File: config.mk
export PLATFORM = sky130hd
export DESIGN_NAME = paddle_ctl_flat
export DESIGN_NICKNAME = d
export VERILOG_FILES = /design/src/rtl/paddle_ctl_if.sv /design/src/rtl/paddle_ctl.sv /design/src/flat_wrapper.sv
export SDC_FILE = /design/constraint.sdc
export NUM_CORES = 1
export LEC_CHECK = 0
export CAP_MARGIN = 20
export CORE_MARGIN = 3
export CORE_UTILIZATION = 50
export DETAILED_ROUTE_END_ITERATION = 7
export GPL_ROUTABILITY_DRIVEN = 0
export GPL_TIMING_DRIVEN = 1
export PLACE_DENSITY = 0.68
export SLEW_MARGIN = 20
export SYNTH_ARGS = -nofsm -noshare
export SYNTH_HDL_FRONTEND = slang
export SYNTH_SLANG_ARGS = --single-unit
File: constraint.sdc
create_clock -name clk -period 7.7 [get_ports clk]
set_clock_uncertainty 0.05 [all_clocks]
set_input_delay 1.155 -clock clk [delete_from_list [all_inputs] [get_ports clk]]
set_output_delay 1.155 -clock clk [all_outputs]
set_load 0.03 [all_outputs]
File: src/rtl/paddle_ctl_if.sv
// rtl/paddle_ctl_if.sv - player control and paddle position bundle for paddle_ctl
interface paddle_ctl_if;
    logic       enc_a;
    logic       enc_b;
    logic       btn_up;
    logic       btn_dn;
    logic       vsync;
    logic       center;
    logic [9:0] paddle_y;
    logic       moved;
    logic       enc_err;

    modport master (
        output enc_a, enc_b, btn_up, btn_dn, vsync, center,
        input  paddle_y, moved, enc_err
    );

    modport slave (
        input  enc_a, enc_b, btn_up, btn_dn, vsync, center,
        output paddle_y, moved, enc_err
    );
endinterface

File: src/rtl/paddle_ctl.sv
// rtl/paddle_ctl.sv - encoder/button paddle front end with once-per-frame position update
module paddle_ctl #(
    parameter logic [9:0] SCREENHEIGHT = 10'd480,
    parameter logic [9:0] PADDLESIZE   = 10'd64,
    parameter int         FILTER       = 4,
    parameter int         STEP         = 2,
    parameter int         FASTHOLD     = 8
) (
    input  logic        clk,
    input  logic        reset_n,
    paddle_ctl_if.slave bus
);

    localparam logic [3:0]         FILT_LAST = 4'(FILTER - 1);
    localparam logic signed [9:0]  ENC_STEP  = 10'(STEP);
    localparam logic signed [11:0] BTN_SLOW  = 12'(STEP);
    localparam logic signed [11:0] BTN_FAST  = 12'(2 * STEP);
    localparam logic [7:0]         FAST_N    = 8'(FASTHOLD);
    localparam logic [9:0]         Y_CENTER  = SCREENHEIGHT >> 1;
    localparam logic [9:0]         Y_MIN     = PADDLESIZE >> 1;
    localparam logic [9:0]         Y_MAX     = SCREENHEIGHT - 10'd1 - (PADDLESIZE >> 1);

    // Bit order of the conditioned inputs: 0 enc_a, 1 enc_b, 2 btn_up, 3 btn_dn, 4 vsync
    logic [4:0]       raw;
    logic [4:0]       sync1;
    logic [4:0]       sync2;
    logic [4:0]       filt;
    logic [4:0][3:0]  gcnt;

    logic [1:0]       ab;
    logic [1:0]       ab_prev;
    logic [1:0]       idx_now;
    logic [1:0]       idx_prev;
    logic [1:0]       idx_diff;
    logic             cnt_fwd;
    logic             cnt_rev;
    logic             illegal;
    logic             vs_prev;
    logic             vs_rise;

    logic signed [8:0]  pending;
    logic signed [9:0]  enc_delta;
    logic [7:0]         hold_cnt;
    logic               hold_dir;
    logic [7:0]         hold_next;
    logic               btn_one_up;
    logic               btn_one_dn;
    logic               btn_held;
    logic signed [11:0] btn_term;
    logic signed [11:0] target;
    logic [9:0]         y_applied;
    logic [9:0]         y_next;

    logic [9:0]         paddle_y;
    logic               moved;
    logic               enc_err;

    assign raw = {bus.vsync, bus.btn_dn, bus.btn_up, bus.enc_b, bus.enc_a};

    assign bus.paddle_y = paddle_y;
    assign bus.moved    = moved;
    assign bus.enc_err  = enc_err;

    // Two-flop synchroniser for every asynchronous control input
    always_ff @(posedge clk or negedge reset_n) begin
        if (!reset_n) begin
            sync1 <= '0;
            sync2 <= '0;
        end else begin
            sync1 <= raw;
            sync2 <= sync1;
        end
    end

    // Glitch filter: accept a new level only after FILTER consecutive differing cycles
    always_ff @(posedge clk or negedge reset_n) begin
        if (!reset_n) begin
            filt <= '0;
            gcnt <= '0;
        end else begin
            for (int i = 0; i < 5; i++) begin
                if (sync2[i] == filt[i]) begin
                    gcnt[i] <= 4'd0;
                end else if (gcnt[i] == FILT_LAST) begin
                    filt[i] <= sync2[i];
                    gcnt[i] <= 4'd0;
                end else begin
                    gcnt[i] <= gcnt[i] + 4'd1;
                end
            end
        end
    end

    // Quadrature phase index: 00->0, 01->1, 11->2, 10->3, so forward motion is +1 mod 4
    assign ab       = {filt[0], filt[1]};
    assign idx_now  = {ab[1], ab[1] ^ ab[0]};
    assign idx_prev = {ab_prev[1], ab_prev[1] ^ ab_prev[0]};
    assign idx_diff = idx_now - idx_prev;
    assign cnt_fwd  = (idx_diff == 2'd1);
    assign cnt_rev  = (idx_diff == 2'd3);
    assign illegal  = (idx_diff == 2'd2);
    assign vs_rise  = filt[4] & ~vs_prev;

    assign enc_delta = cnt_fwd ? ENC_STEP : (cnt_rev ? -ENC_STEP : 10'sd0);

    // Previous filtered levels for encoder step and vsync edge detection
    always_ff @(posedge clk or negedge reset_n) begin
        if (!reset_n) begin
            ab_prev <= 2'b00;
            vs_prev <= 1'b0;
        end else begin
            ab_prev <= ab;
            vs_prev <= filt[4];
        end
    end

    function automatic logic signed [8:0] sat_add(input logic signed [8:0] p,
                                                  input logic signed [9:0] d);
        logic signed [9:0] s;
        s = $signed({p[8], p}) + d;
        if (s > 10'sd255)
            return 9'sd255;
        else if (s < $signed(10'h300))
            return $signed(9'h100);
        else
            return s[8:0];
    endfunction

    // Button repeat term and clamped frame target
    always_comb begin
        btn_one_up = filt[2] & ~filt[3];
        btn_one_dn = filt[3] & ~filt[2];
        btn_held   = btn_one_up | btn_one_dn;
        hold_next  = 8'd0;
        btn_term   = 12'sd0;
        if (btn_held) begin
            if (hold_cnt != 8'd0 && hold_dir == btn_one_dn)
                hold_next = (hold_cnt == 8'hFF) ? hold_cnt : hold_cnt + 8'd1;
            else
                hold_next = 8'd1;
            if (hold_next > FAST_N)
                btn_term = btn_one_dn ? BTN_FAST : -BTN_FAST;
            else
                btn_term = btn_one_dn ? BTN_SLOW : -BTN_SLOW;
        end
        target = $signed({2'b00, paddle_y}) + $signed({{3{pending[8]}}, pending}) + btn_term;
        if (target < $signed({2'b00, Y_MIN}))
            y_applied = Y_MIN;
        else if (target > $signed({2'b00, Y_MAX}))
            y_applied = Y_MAX;
        else
            y_applied = target[9:0];
        if (bus.center)
            y_next = Y_CENTER;
        else if (vs_rise)
            y_next = y_applied;
        else
            y_next = paddle_y;
    end

    // Pending delta, hold tracking, paddle position and status flags
    always_ff @(posedge clk or negedge reset_n) begin
        if (!reset_n) begin
            pending  <= 9'sd0;
            hold_cnt <= 8'd0;
            hold_dir <= 1'b0;
            paddle_y <= Y_CENTER;
            moved    <= 1'b0;
            enc_err  <= 1'b0;
        end else begin
            if (bus.center) begin
                pending  <= 9'sd0;
                hold_cnt <= 8'd0;
                hold_dir <= 1'b0;
            end else if (vs_rise) begin
                pending  <= sat_add(9'sd0, enc_delta);
                hold_cnt <= hold_next;
                hold_dir <= btn_one_dn;
            end else begin
                pending  <= sat_add(pending, enc_delta);
            end
            paddle_y <= y_next;
            moved    <= (y_next != paddle_y);
            enc_err  <= enc_err | illegal;
        end
    end

endmodule

File: src/flat_wrapper.sv
// flat-port wrapper written by rule: the top's interface ports become plain ports
module paddle_ctl_flat 
#(
    parameter logic [9:0] SCREENHEIGHT = 10'd480,
    parameter logic [9:0] PADDLESIZE   = 10'd64,
    parameter int         FILTER       = 4,
    parameter int         STEP         = 2,
    parameter int         FASTHOLD     = 8
)
  (clk, reset_n, bus_enc_a, bus_enc_b, bus_btn_up, bus_btn_dn, bus_vsync, bus_center, bus_paddle_y, bus_moved, bus_enc_err);
  paddle_ctl_if bus_i ();
  input  logic clk;
  input  logic reset_n;
  input wire logic [$bits(bus_i.enc_a)-1:0] bus_enc_a;
  input wire logic [$bits(bus_i.enc_b)-1:0] bus_enc_b;
  input wire logic [$bits(bus_i.btn_up)-1:0] bus_btn_up;
  input wire logic [$bits(bus_i.btn_dn)-1:0] bus_btn_dn;
  input wire logic [$bits(bus_i.vsync)-1:0] bus_vsync;
  input wire logic [$bits(bus_i.center)-1:0] bus_center;
  output wire logic [$bits(bus_i.paddle_y)-1:0] bus_paddle_y;
  output wire logic [$bits(bus_i.moved)-1:0] bus_moved;
  output wire logic [$bits(bus_i.enc_err)-1:0] bus_enc_err;
  assign bus_i.enc_a = bus_enc_a;
  assign bus_i.enc_b = bus_enc_b;
  assign bus_i.btn_up = bus_btn_up;
  assign bus_i.btn_dn = bus_btn_dn;
  assign bus_i.vsync = bus_vsync;
  assign bus_i.center = bus_center;
  assign bus_paddle_y = bus_i.paddle_y;
  assign bus_moved = bus_i.moved;
  assign bus_enc_err = bus_i.enc_err;
  paddle_ctl #(.SCREENHEIGHT(SCREENHEIGHT), .PADDLESIZE(PADDLESIZE), .FILTER(FILTER), .STEP(STEP), .FASTHOLD(FASTHOLD)) u_core (.clk(clk), .reset_n(reset_n), .bus(bus_i));
endmodule
==> flow_metrics.py <==
metrics = {
    "status": {
        "outcome": "complete, no violations",
    },
    "timing": {
        "finalHoldViolations": 0,
        "period_minus_slack_ns": 6.427,
        "fin_setup_tns_ns": 0,
        "tightest_slew_ns": 0.8751,
        "drv_slew": 0,
        "fmax_ghz": 0.1556,
        "fin_crit_sh_pct": 83.47,
        "rsz0062_at_grt": "no",
        "setup_viol": 0,
        "slew_headroom_pct": 41.21,
    },
    "setup_path": {
        "crit_path_start_kind": "register",
        "worstReg2RegEnd": "u_core.bus.moved",
        "cp_max_fo": 10,
        "crit_type": "reg -> reg",
        "r2r_cells": 20,
        "cp.arrival_ns": 6.60,
        "required_ns": 7.87,
        "ff2ff_setup_slack_ns": 1.27,
        "worstReg2RegStart": "u_core.hold_cnt[0]",
        "endpoint_kind": "register",
    },
    "clock_tree": {
        "holdBufCountCts": 0,
        "cts_root_buf": "clkbuf_8",
        "clk_pin_slew_ns": 0.08,
        "cts.sinks": 68,
        "cts_tree": "done",
        "clockBufferDepth": 2,
        "htreeDepth": 3,
        "insertion_delay_ns": 0.35,
        "numCtsBuffers": 9,
        "cts_resized": 0,
        "postCtsSetupBuffers": 0,
    },
    "synth": {
        "synth.avg_cell_area_um2": 9.771,
        "netlist_area_mm2": 0.004358,
        "ys.flop_type": "dfrtp_1",
        "async_flop_share_pct": 100.0,
        "ys_seq_area_share_pct": 39.16,
        "syn_nets": 496,
        "synthCells": 446,
        "synth_edf_count": 0,
        "synth_seq_cells": 68,
        "yosys_warnings": 0,
        "yosysUniqueCellTypes": 57,
    },
    "detailed_routing": {
        "top_layer_used": "met4",
        "wl_met2_um": 4360,
        "wirelength_um": 9497,
        "final_antenna_net_count": 0,
        "drt_pass1_iterations": 5,
        "via_per_inst": 6.108,
        "vias": 3518,
        "drt-wirelength-per-cell_um": 16.49,
        "wl_met3_um": 606,
        "drc_errors": 0,
        "wl_met1_um": 4312,
        "drtIter0Drc": 203,
    },
    "global_routing": {
        "grt_pass1_wl_um": 16370,
        "track_usage_pct": 20.67,
        "grt_pass1_vias": 3358,
        "overflow": 0,
        "grt_max_degree": 69,
        "antenna_found_initial": 0,
    },
    "placement": {
        "place_area_mm2": 0.004638,
        "place_hpwl_um": 6740,
        "port_buffers": 19,
        "dp.cells": 560,
    },
    "floorplanning": {
        "die_area_mm2": 0.009872,
        "die_h_um": 99.36,
        "core_mm2": 0.008341,
        "num_rows": 33,
        "start_util_pct": 52.25,
        "fp.dieW_um": 99.36,
        "ios": 20,
    },
    "worst_hold_path": {
        "min-delay-start": "u_core.sync1[4]",
        "hold_end": "u_core.sync2[4]",
        "hp-class": "reg -> reg",
        "min_path_cells": 0,
    },
    "cells_and_area": {
        "stdcell_area_mm2": 0.004836,
        "seq_area_mm2": 0.001707,
        "drive_above_1_share_pct": 7.006,
        "final_cell_mix": "64 x dfrtp_1, 45 x a21oi_1, 30 x ha_1, 29 x o21ai_0, 27 x nor2_1",
        "nets": 516,
        "diodes": 0,
        "final_common_cell": "dfrtp_1",
        "area_growth_pct": 10.97,
        "final_core_util_pct": 57.98,
        "fillers": 713,
        "final-instance-count-excl-fill": 576,
        "multi_input_area_mm2": 0.002529,
    },
    "run": {
        "max_cap_violations": 0,
    },
}
==> critical path, stage by stage, from the launching register on <==
cell,delay [ns]
dfrtp_1,0.46
ha_1,0.29
and3_1,0.26
and3_1,0.25
nand3_1,0.30
or3_1,0.43
a211oi_1,0.24
nor3_1,0.08
o21ai_0,0.21
nor2b_1,0.19
fa_1,0.43
ha_1,0.26
fa_1,0.43
a21o_1,0.23
a221oi_2,0.35
mux2i_1,0.29
o21ai_1,0.22
a21oi_1,0.24
o221ai_1,0.15
o41a_1,0.41
or4_1,0.53
==> Yosys cell counts (7+ instances only) <==
master	instances	share of area (%)
dfrtp_1	64	37
nand2b_1	14	2.0
a21oi_1	45	5.2
inv_1	17	1.5
a21o_1	11	1.9
fa_1	12	5.5
ha_1	30	8.6
nand2_1	23	2.0
a31oi_1	7	1.0
nor2_1	27	2.3
nor3_1	13	1.5
xnor2_1	15	3.0
and3_1	7	1.0
nand3b_1	9	1.6
clkbuf_1	10	0.86
o21ai_0	29	3.3
xor2_1	14	2.8
nor2b_1	10	1.4
nand3_1	15	1.7
==> metal layers <==
metal  global-route usage [%]  up-vias
li1                         -     1667
met1                    28.80     1680
met2                    31.77      148
met3                    3.436       23
met4                    9.349        0
met5                        0        -
==> registers in the layout, summed over array words and instances, names as in the netlist, 2 cells and up <==
register / count
u_core.sync1: 5
u_core.filt: 5
u_core.gcnt: 20
u_core.bus.paddle_y: 10
u_core.sync2: 5
u_core.pending: 9
u_core.ab_prev: 2
u_core.hold_cnt: 8
==> per-stage QoR <==
stage / hold WS [ns] / setup WS [ns]
floorplan: 0.2812 / 1.970
global placement: 0.2844 / 1.589
detailed placement: 0.2885 / 1.385
CTS: 0.2869 / 1.320
global route: 0.3096 / 0.8209
finish: 0.2879 / 1.273
==> cell families (layout without fill, tap and decap cells) <==
logic type | after synthesis | count (layout) | share of synthesized area [%]
buffers and inverters | 30 | 55 | 2.813
flip-flops | 68 | 68 | 39.16
XOR/XNOR | 29 | 29 | 5.828
AND/OR/NAND/NOR | 136 | 136 | 16.57
adder cells (fa/ha/maj) | 42 | 42 | 14.13
AO/OA/AOI/OAI | 136 | 136 | 20.27
multiplexers | 5 | 5 | 1.235
==> layout make-up <==
| cell class | count | area share (%) |
|---|---|---|
| Clock buffer | 12 | 3.415 |
| Clock inverter | 4 | 0.6727 |
| Inverter | 17 | 1.320 |
| Multi-Input combinational cell | 348 | 52.29 |
| Sequential cell | 68 | 35.29 |
| Tap cell | 105 | 2.717 |
| Timing Repair Buffer | 22 | 4.295 |
==> worst max-delay path by stage <==
stage,endpoint,depth (start not counted),startpoint
floorplan,u_core.bus.moved,20,u_core.hold_cnt[0]
global placement,u_core.bus.moved,20,u_core.hold_cnt[0]
detailed placement,u_core.bus.moved,20,u_core.hold_cnt[0]
CTS,u_core.bus.moved,20,u_core.hold_cnt[0]
global route,u_core.bus.moved,20,u_core.hold_cnt[0]
finish,u_core.bus.moved,20,u_core.hold_cnt[0]
Power is left out: the tool's default activity adds up to more than one toggle a clock period on the data nets, which glitch-free logic cannot reach.
